### src/rtl/clock_pkg.sv
// Shared types, field limits and the integer-to-BCD helper for the time-of-day counter.
package clock_pkg;

    typedef logic [3:0] bcd_digit_t;

    localparam int SEC_MAX  = 59;
    localparam int MIN_MAX  = 59;
    localparam int HOUR_MAX = 23;

    // Packs an integer 0-99 as two BCD digits {tens, ones}.
    function automatic logic [7:0] to_bcd(input int unsigned v);
        logic [7:0] r;
        r[7:4] = 4'((v / 10) % 10);
        r[3:0] = 4'(v % 10);
        return r;
    endfunction

endpackage

### src/rtl/bcd_mod_counter.sv
// Two-digit packed BCD counter that wraps after MAX, with a combinational carry so that
// cascaded stages all advance in the same cycle.
module bcd_mod_counter
    import clock_pkg::*;
#(
    parameter int         MAX  = 59,
    parameter logic [7:0] INIT = 8'h00
) (
    input  logic       clk_in,
    input  logic       reset,
    input  logic       en,
    input  logic       clr,
    output logic [7:0] value,
    output logic       carry
);

    localparam logic [7:0] MAX_BCD = to_bcd(MAX);

    bcd_digit_t tens, ones;
    logic       at_max;

    assign tens   = value[7:4];
    assign ones   = value[3:0];
    assign at_max = (value == MAX_BCD);
    assign carry  = en & at_max;

    // Wrapping on the full two-digit MAX, not on ones==9, is what makes hours stop at 23.
    always_ff @(posedge clk_in) begin
        if (reset)
            value <= INIT;
        else if (clr)
            value <= 8'h00;
        else if (en) begin
            if (at_max)
                value <= 8'h00;
            else if (ones == 4'd9)
                value <= {tens + 4'd1, 4'd0};
            else
                value <= {tens, ones + 4'd1};
        end
    end

endmodule

### src/rtl/bcd_time_counter.sv
// Time-of-day counter: seconds/minutes/hours in packed BCD advanced by the divider tick,
// with level-sensitive set mode for manual minute and hour adjustment.
module bcd_time_counter
    import clock_pkg::*;
#(
    parameter int INIT_HH = 12,
    parameter int INIT_MM = 0
) (
    input  logic       clk_in,
    input  logic       reset,
    input  logic       tick,
    input  logic       set_mode,
    input  logic       inc_min,
    input  logic       inc_hour,
    output logic [7:0] sec_bcd,
    output logic [7:0] min_bcd,
    output logic [7:0] hour_bcd,
    output logic       day_wrap
);

    logic sec_en, min_en, hour_en;
    logic sec_carry, min_carry, hour_carry;

    // In set mode the pulses drive each field directly and the carry chain is cut.
    assign sec_en  = tick & ~set_mode;
    assign min_en  = set_mode ? inc_min  : sec_carry;
    assign hour_en = set_mode ? inc_hour : min_carry;

    bcd_mod_counter #(.MAX(SEC_MAX), .INIT(8'h00)) u_sec (
        .clk_in (clk_in),
        .reset  (reset),
        .en     (sec_en),
        .clr    (set_mode),
        .value  (sec_bcd),
        .carry  (sec_carry)
    );

    bcd_mod_counter #(.MAX(MIN_MAX), .INIT(to_bcd(INIT_MM))) u_min (
        .clk_in (clk_in),
        .reset  (reset),
        .en     (min_en),
        .clr    (1'b0),
        .value  (min_bcd),
        .carry  (min_carry)
    );

    bcd_mod_counter #(.MAX(HOUR_MAX), .INIT(to_bcd(INIT_HH))) u_hour (
        .clk_in (clk_in),
        .reset  (reset),
        .en     (hour_en),
        .clr    (1'b0),
        .value  (hour_bcd),
        .carry  (hour_carry)
    );

    // A manual 23->00 hour step is not a day rollover.
    always_ff @(posedge clk_in) begin
        if (reset)
            day_wrap <= 1'b0;
        else
            day_wrap <= hour_carry & ~set_mode;
    end

endmodule

### config.mk
export PLATFORM = sky130hd
export DESIGN_NAME = bcd_time_counter
export DESIGN_NICKNAME = d
export VERILOG_FILES = /design/src/rtl/clock_pkg.sv /design/src/rtl/bcd_mod_counter.sv /design/src/rtl/bcd_time_counter.sv
export SDC_FILE = /design/constraint.sdc
export NUM_CORES = 1
export LEC_CHECK = 0
export ABC_AREA = 1
export BUFFER_PORTS_ARGS = -buffer_cell sky130_fd_sc_hd__buf_2
export CAP_MARGIN = 15
export CORE_MARGIN = 2
export CORE_UTILIZATION = 48
export CTS_CLUSTER_SIZE = 16
export DETAILED_ROUTE_END_ITERATION = 12
export PLACE_DENSITY = 0.75
export SLEW_MARGIN = 40
export SYNTH_ARGS = -nofsm -noshare
export SYNTH_HDL_FRONTEND = slang
export SYNTH_SLANG_ARGS = --single-unit
### constraint.sdc
create_clock -name clk_in -period 1.3 [get_ports clk_in]
set_input_delay 0.13 -clock clk_in [delete_from_list [all_inputs] [get_ports clk_in]]
set_output_delay 0.13 -clock clk_in [all_outputs]
set_load 0.1 [all_outputs]
---- After elaboration in Yosys (flattened, before gate mapping) ----
Cells that the tools add are included.
cells by class
  $add $sub $neg .......................... 6
  eq/ne operators ......................... 6
  muxes and demuxes ....................... 8
  bitwise logic cells ..................... 6
  reductions and logical operators ........ 7
operator list
  cell                                           number
  two-way mux 8 bit                              6
  adder 4 x 1 -> 4 bit, second input constant    6
  == test 8 x 7 -> 1 bit, second input constant  2
  == test 4 bit, second input constant           3
  == test 8 x 6 -> 1 bit, second input constant  1
  AND reduction 2 bit                            3
  nonzero test 2 bit                             3
  bitwise AND 1 bit                              5
  two-way mux 1 bit                              2
  OR reduction 2 bit                             1
  NOT 1 bit                                      1
storage, ports and cells
  register bits ........................... 25
  input port bits ......................... 6
  word-level logic and storage cells ...... 40

---- Logic depth before layout (Yosys ltp) ----
  depth after elaboration ................. 8
  mapped depth ............................ 13
  gate-level depth less buffers ........... 12

---- By module ----
From an unflattened synthesis, not the netlist that was laid out.
second synthesis, totals
  cell total of the unflattened synthesis .. 201
  area, all modules ....................... 1448.9 um2
by module, submodules not included
  module                    times used  cells an instance  area each (um2)
  bcd_mod_counter (u_hour)  1           67                 524.3
  bcd_mod_counter (u_sec)   1           61                 430.4
  bcd_mod_counter (u_min)   1           60                 426.7
  bcd_time_counter          1           13                 67.6

---- Least setup slack after synthesis ----
Ideal clock, no wire load.
  path type ............................... reg2reg
  start ................................... register u_min.value[0]
  end ..................................... register u_hour.value[3]
  arrival time ............................ 2.154 ns
  required time ........................... 1.188 ns
  path slack .............................. -0.966 ns
  stages on the path, launching flop included .. 12
  cells stage by stage .................... dfxtp_1 -> ha_1 -> nand2_2 -> nor2_4 -> nand2_2 -> nor2_4 -> nand2_4 -> nand2_4 -> buf_6 -> nand3_1 -> nand2_1 -> nor2_1
between the ends
  cells in the longest elaborated chain, start to end .. 3
RTL lines
  element                 RTL line                RTL
  from (decl)             bcd_mod_counter.sv:13   output logic [7:0] value,
  from (signal assigned)  bcd_mod_counter.sv:37   value <= {tens + 4'd1, 4'd0};
  from (signal assigned)  bcd_mod_counter.sv:39   value <= {tens, ones + 4'd1};
  == test 8 x 7 -> 1 bit  bcd_mod_counter.sv:24   assign at_max = (value == MAX_BCD);
  bitwise AND 1 bit       bcd_mod_counter.sv:25   assign carry = en & at_max;
  two-way mux 1 bit       bcd_time_counter.sv:27  assign hour_en = set_mode ? inc_hour : min_carry;
  to (signal assigned)    bcd_mod_counter.sv:37
  to (signal assigned)    bcd_mod_counter.sv:39
  to (decl)               bcd_mod_counter.sv:13
Every way passes these cells.
A chain may end at the register's enable or synchronous reset.

---- Worst setup path after layout ----
  start ................................... register u_sec.value[5]
  end ..................................... register u_min.value[4]
between the ends
  cells in the longest elaborated chain, start to end .. 4
RTL lines
  element                               RTL line                RTL
  from (decl)                           bcd_mod_counter.sv:13
  from (signal assigned)                bcd_mod_counter.sv:37
  from (signal assigned)                bcd_mod_counter.sv:39
  == test 8 x 7 -> 1 bit                bcd_mod_counter.sv:24
  bitwise AND 1 bit                     bcd_mod_counter.sv:25
  two-way mux 1 bit                     bcd_time_counter.sv:26  assign min_en = set_mode ? inc_min : sec_carry;
  AND reduction 2 bit (no source line)  --
Every way passes these cells.

==> results.cfg <==
[critical_path]
rr_startpoint = u_sec.value[5]
crit_path_end_kind = flip-flop
crit_type = reg2reg
r2r_setup_slack_ns = -0.12
timing.critical_path.cells = inv_4 -> ha_4 -> nand2_4 -> nor2_4 -> nand3_2 -> nand2_4 -> buf_6 -> nand3_2 -> a21oi_2
timing.critical_path.max_delay_family = simple AND/OR/NAND/NOR gates
r2r.worst_path.cells = 9
crit-reg2reg-capture = u_min.value[4]
cp.buffers_inverters = 2
setup.worst_path.start_class = flip-flop
critical_path.max_fanout = 7
max_stage_delay_ns = 0.38
critical_path.startpoint = u_sec.value[5]
cp.arrival_ns = 1.66
timing.critical_path.required_ns = 1.54
crit_cells = 9
critical_path.slowest_cell = sky130_fd_sc_hd__dfxtp_4
critical_path.endpoint = u_min.value[4]

[floorplan]
floorplan.die.width_um = 57.70
height_of_the_chip_um = 57.70
boundaryPins = 31
rows = 19
initial_standard_cell_utilization_of_the_core_pct = 50.18
core_area_um2 = 2758
die_area_um2 = 3329

[synth]
synthDistinctLibCells = 21
synthesis.area_um2 = 1384
syn_inst = 179
average_cell_area_after_synthesis_um2 = 7.731
yosys.area.top_type_share_pct = 36.17
synth_area_leader_cell = sky130_fd_sc_hd__dfxtp_1
ys_top_cells_by_area = sky130_fd_sc_hd__dfxtp_1, sky130_fd_sc_hd__ha_1, sky130_fd_sc_hd__nand2_1, sky130_fd_sc_hd__nand3_1, sky130_fd_sc_hd__inv_1
syn-num-nets = 197
yosys_warnings = 0
synth_seq_cells = 25
synth-seq-area-share_pct = 36.17

[outcome]
violations = setup timing
outcome = finished, violations left

[power_and_ir_drop]
combinationalPowerShare_pct = 19.5
internal_power_w = 0.0009652
power_leakage_nw = 0.9927
switchingPower_w = 0.0004273
clock_power_share_pct = 24.9
power_density_nw_per_um2 = 650.4
power.share.switching_pct = 30.69
seq_power_share_pct = 55.6
max-vdd-ir-drop_v = 0.0006012

[finish]
final_layout_size_suffix_gt1_share_pct = 54.70
area_delta_synth_final_pct = 54.70
antenna_cells_inserted = 0
final_nets = 253
utilization_after_layout_pct = 77.63
mostFrequentLayoutCells = sky130_fd_sc_hd__nand2_1, sky130_fd_sc_hd__buf_4, sky130_fd_sc_hd__nor2_1

[route]
routed-via-count = 1382
drtAntennaViolNets = 0
viasPerCell = 5.215
routed_wire_length_per_instance_um = 13.51
firstDrtPassIters = 4
drt_first_iter_violations = 60
drt-total-wl_um = 3580
drc = 0

[timing]
final-max-slew-violation-count = 0
hold_viol = 0
period_share_pct = 109.1
worst_slew_margin_rel_pct = 67.50
grt_setup_unrepaired = yes
tightest_slew_ns = 0.4909
final.setup_skew_ns = 0.001970
timing.final.ws_setup_ns = -0.1184
holdWs_ns = 0.08644
setup_viol = 17
fin_crit_ns = 1.418
fmax_mhz = 705.0

[cts]
clock_tree.root_cell = sky130_fd_sc_hd__clkbuf_4
holdBufCountCts = 0
clock_insertion_delay_worst_skew_ns = 0.32
clk_pin_slew_worst_setup_hold_paths_ns = 0.13
clock_sink_count = 25
cts_max_path_buffers = 2
cts_buffers = 3
ctsHtreeMaxLevel = 1
tritoncts = done

[global_route]
pin_count_of_the_biggest_net_entering_global_routing = 15
first_global_vias = 1380
grt_antenna_before_repair = 0
grt.overflow.total = 0
global_route.usage.total_pct = 22.39
wire_length_of_the_first_global_routing_pass_um = 5892

[placement]
numPortBuffers = 30
dp_hpwl_um = 2484
dp_slack_ns = -0.1383
place_congestion = 0.8366

[flow_run]
maxCapViolations = 0

[hold_path]
holdCritPathClass = in2reg
logic make-up after synthesis:
group	Yosys count	synth area share, %
AO/OA/AOI/OAI	17	6.782
XOR/XNOR	10	6.330
adder cells (fa/ha/maj)	12	10.85
buffers and inverters	24	7.595
flip-flops	25	36.17
AND/OR/NAND/NOR	91	32.28
layout make-up:
| cell class | instances | area [um^2] |
|---|---|---|
| timing repair buffer | 53 | 476.7 |
| tap | 31 | 38.79 |
| clock buffer | 3 | 22.52 |
| fill | 185 | 616.8 |
| clock inverter | 1 | 5.005 |
| sequential | 25 | 558.0 |
| multi-input combinational | 131 | 950.9 |
| inverter | 21 | 88.84 |
synth_stat cells:
library cell               instances
sky130_fd_sc_hd__nor2_1           21
sky130_fd_sc_hd__nand2_1          31
sky130_fd_sc_hd__nor3_1            3
sky130_fd_sc_hd__ha_1             12
sky130_fd_sc_hd__nor2_4            4
sky130_fd_sc_hd__xor2_1            8
sky130_fd_sc_hd__clkbuf_1          1
sky130_fd_sc_hd__o21ai_0           4
sky130_fd_sc_hd__xnor2_1           2
sky130_fd_sc_hd__nand3_1          19
sky130_fd_sc_hd__a221oi_1          1
sky130_fd_sc_hd__inv_1            21
sky130_fd_sc_hd__nand2_2           3
sky130_fd_sc_hd__buf_6             2
sky130_fd_sc_hd__a21oi_1          10
sky130_fd_sc_hd__nand4_1           5
sky130_fd_sc_hd__a211oi_1          1
sky130_fd_sc_hd__nor2_2            2
sky130_fd_sc_hd__o211ai_1          1
sky130_fd_sc_hd__nand2_4           3
sky130_fd_sc_hd__dfxtp_1          25
worst reg2reg max path: cells and delay by family (launching register included):
| kind | cells | cell delay, ns |
|---|---|---|
| AND/OR/NAND/NOR | 5 | 0.46 |
| adder cells (fa/ha/maj) | 1 | 0.12 |
| buffers and inverters | 2 | 0.19 |
| flip-flops | 1 | 0.38 |
| AO/OA/AOI/OAI | 1 | 0.18 |
state kept, by name, summed over array words and instances (netlist names):
name	count
u_min.value	8
u_sec.value	8
u_hour.value	8
day_wrap	1
worst min-delay path by stage:
stage          cells after the start  slack (ns)     start               to
2_1_floorplan                      3        0.31  set_mode   u_sec.value[0]
3_3_place_gp                       2        0.41     reset  u_hour.value[2]
3_5_place_dp                       2        0.41     reset   u_min.value[6]
4_1_cts                            2        0.07     reset  u_hour.value[7]
5_1_grt                            2        0.07     reset  u_hour.value[2]
6_report                           2        0.09     reset  u_hour.value[2]
layer usage:
| metal | vias to the layer above | track usage [%] | routed length (um) |
|---|---|---|---|
| met3 | 7 | 3.795 | 172 |
| met2 | 48 | 40.58 | 1920 |
| met5 | - | 0 | 0 |
| met1 | 638 | 25.74 | 1417 |
| met4 | 0 | 9.635 | 68 |
| li1 | 689 | - | - |
per-stage QoR:
stage / cells / power, W / cell area, um^2 / TNS, ns
4_1_cts: 264 / 0.001382 / 2047 / -1.273
3_3_place_gp: 256 / 0.001024 / 1899 / -0.8149
3_5_place_dp: 256 / 0.001030 / 1899 / -1.332
2_1_floorplan: 179 / 0.0009597 / 1504 / -4.443
5_1_grt: 265 / 0.001458 / 2141 / -2.838
6_report: 265 / 0.001392 / 2141 / -1.043
power groups by stage:
stage	Clock (W)	Sequential, W	Combinational (W)
final	0.000347	0.000774	0.000271
after global routing	0.000392	0.000778	0.000288
after CTS	0.000348	0.000774	0.000261
after detailed placement	0	0.000790	0.000240
after global placement	0	0.000789	0.000234
after floorplan	0	0.000880	0.0000799
timing repair:
item | CTS | global route
gates cloned | 1 | 0
buffers inserted | 3 | 2
gates resized for setup | 28 | 27
endpoints found under the setup margin | 25 | 37
pin swaps | 7 | 5
(Power assumes the default switching activity.)
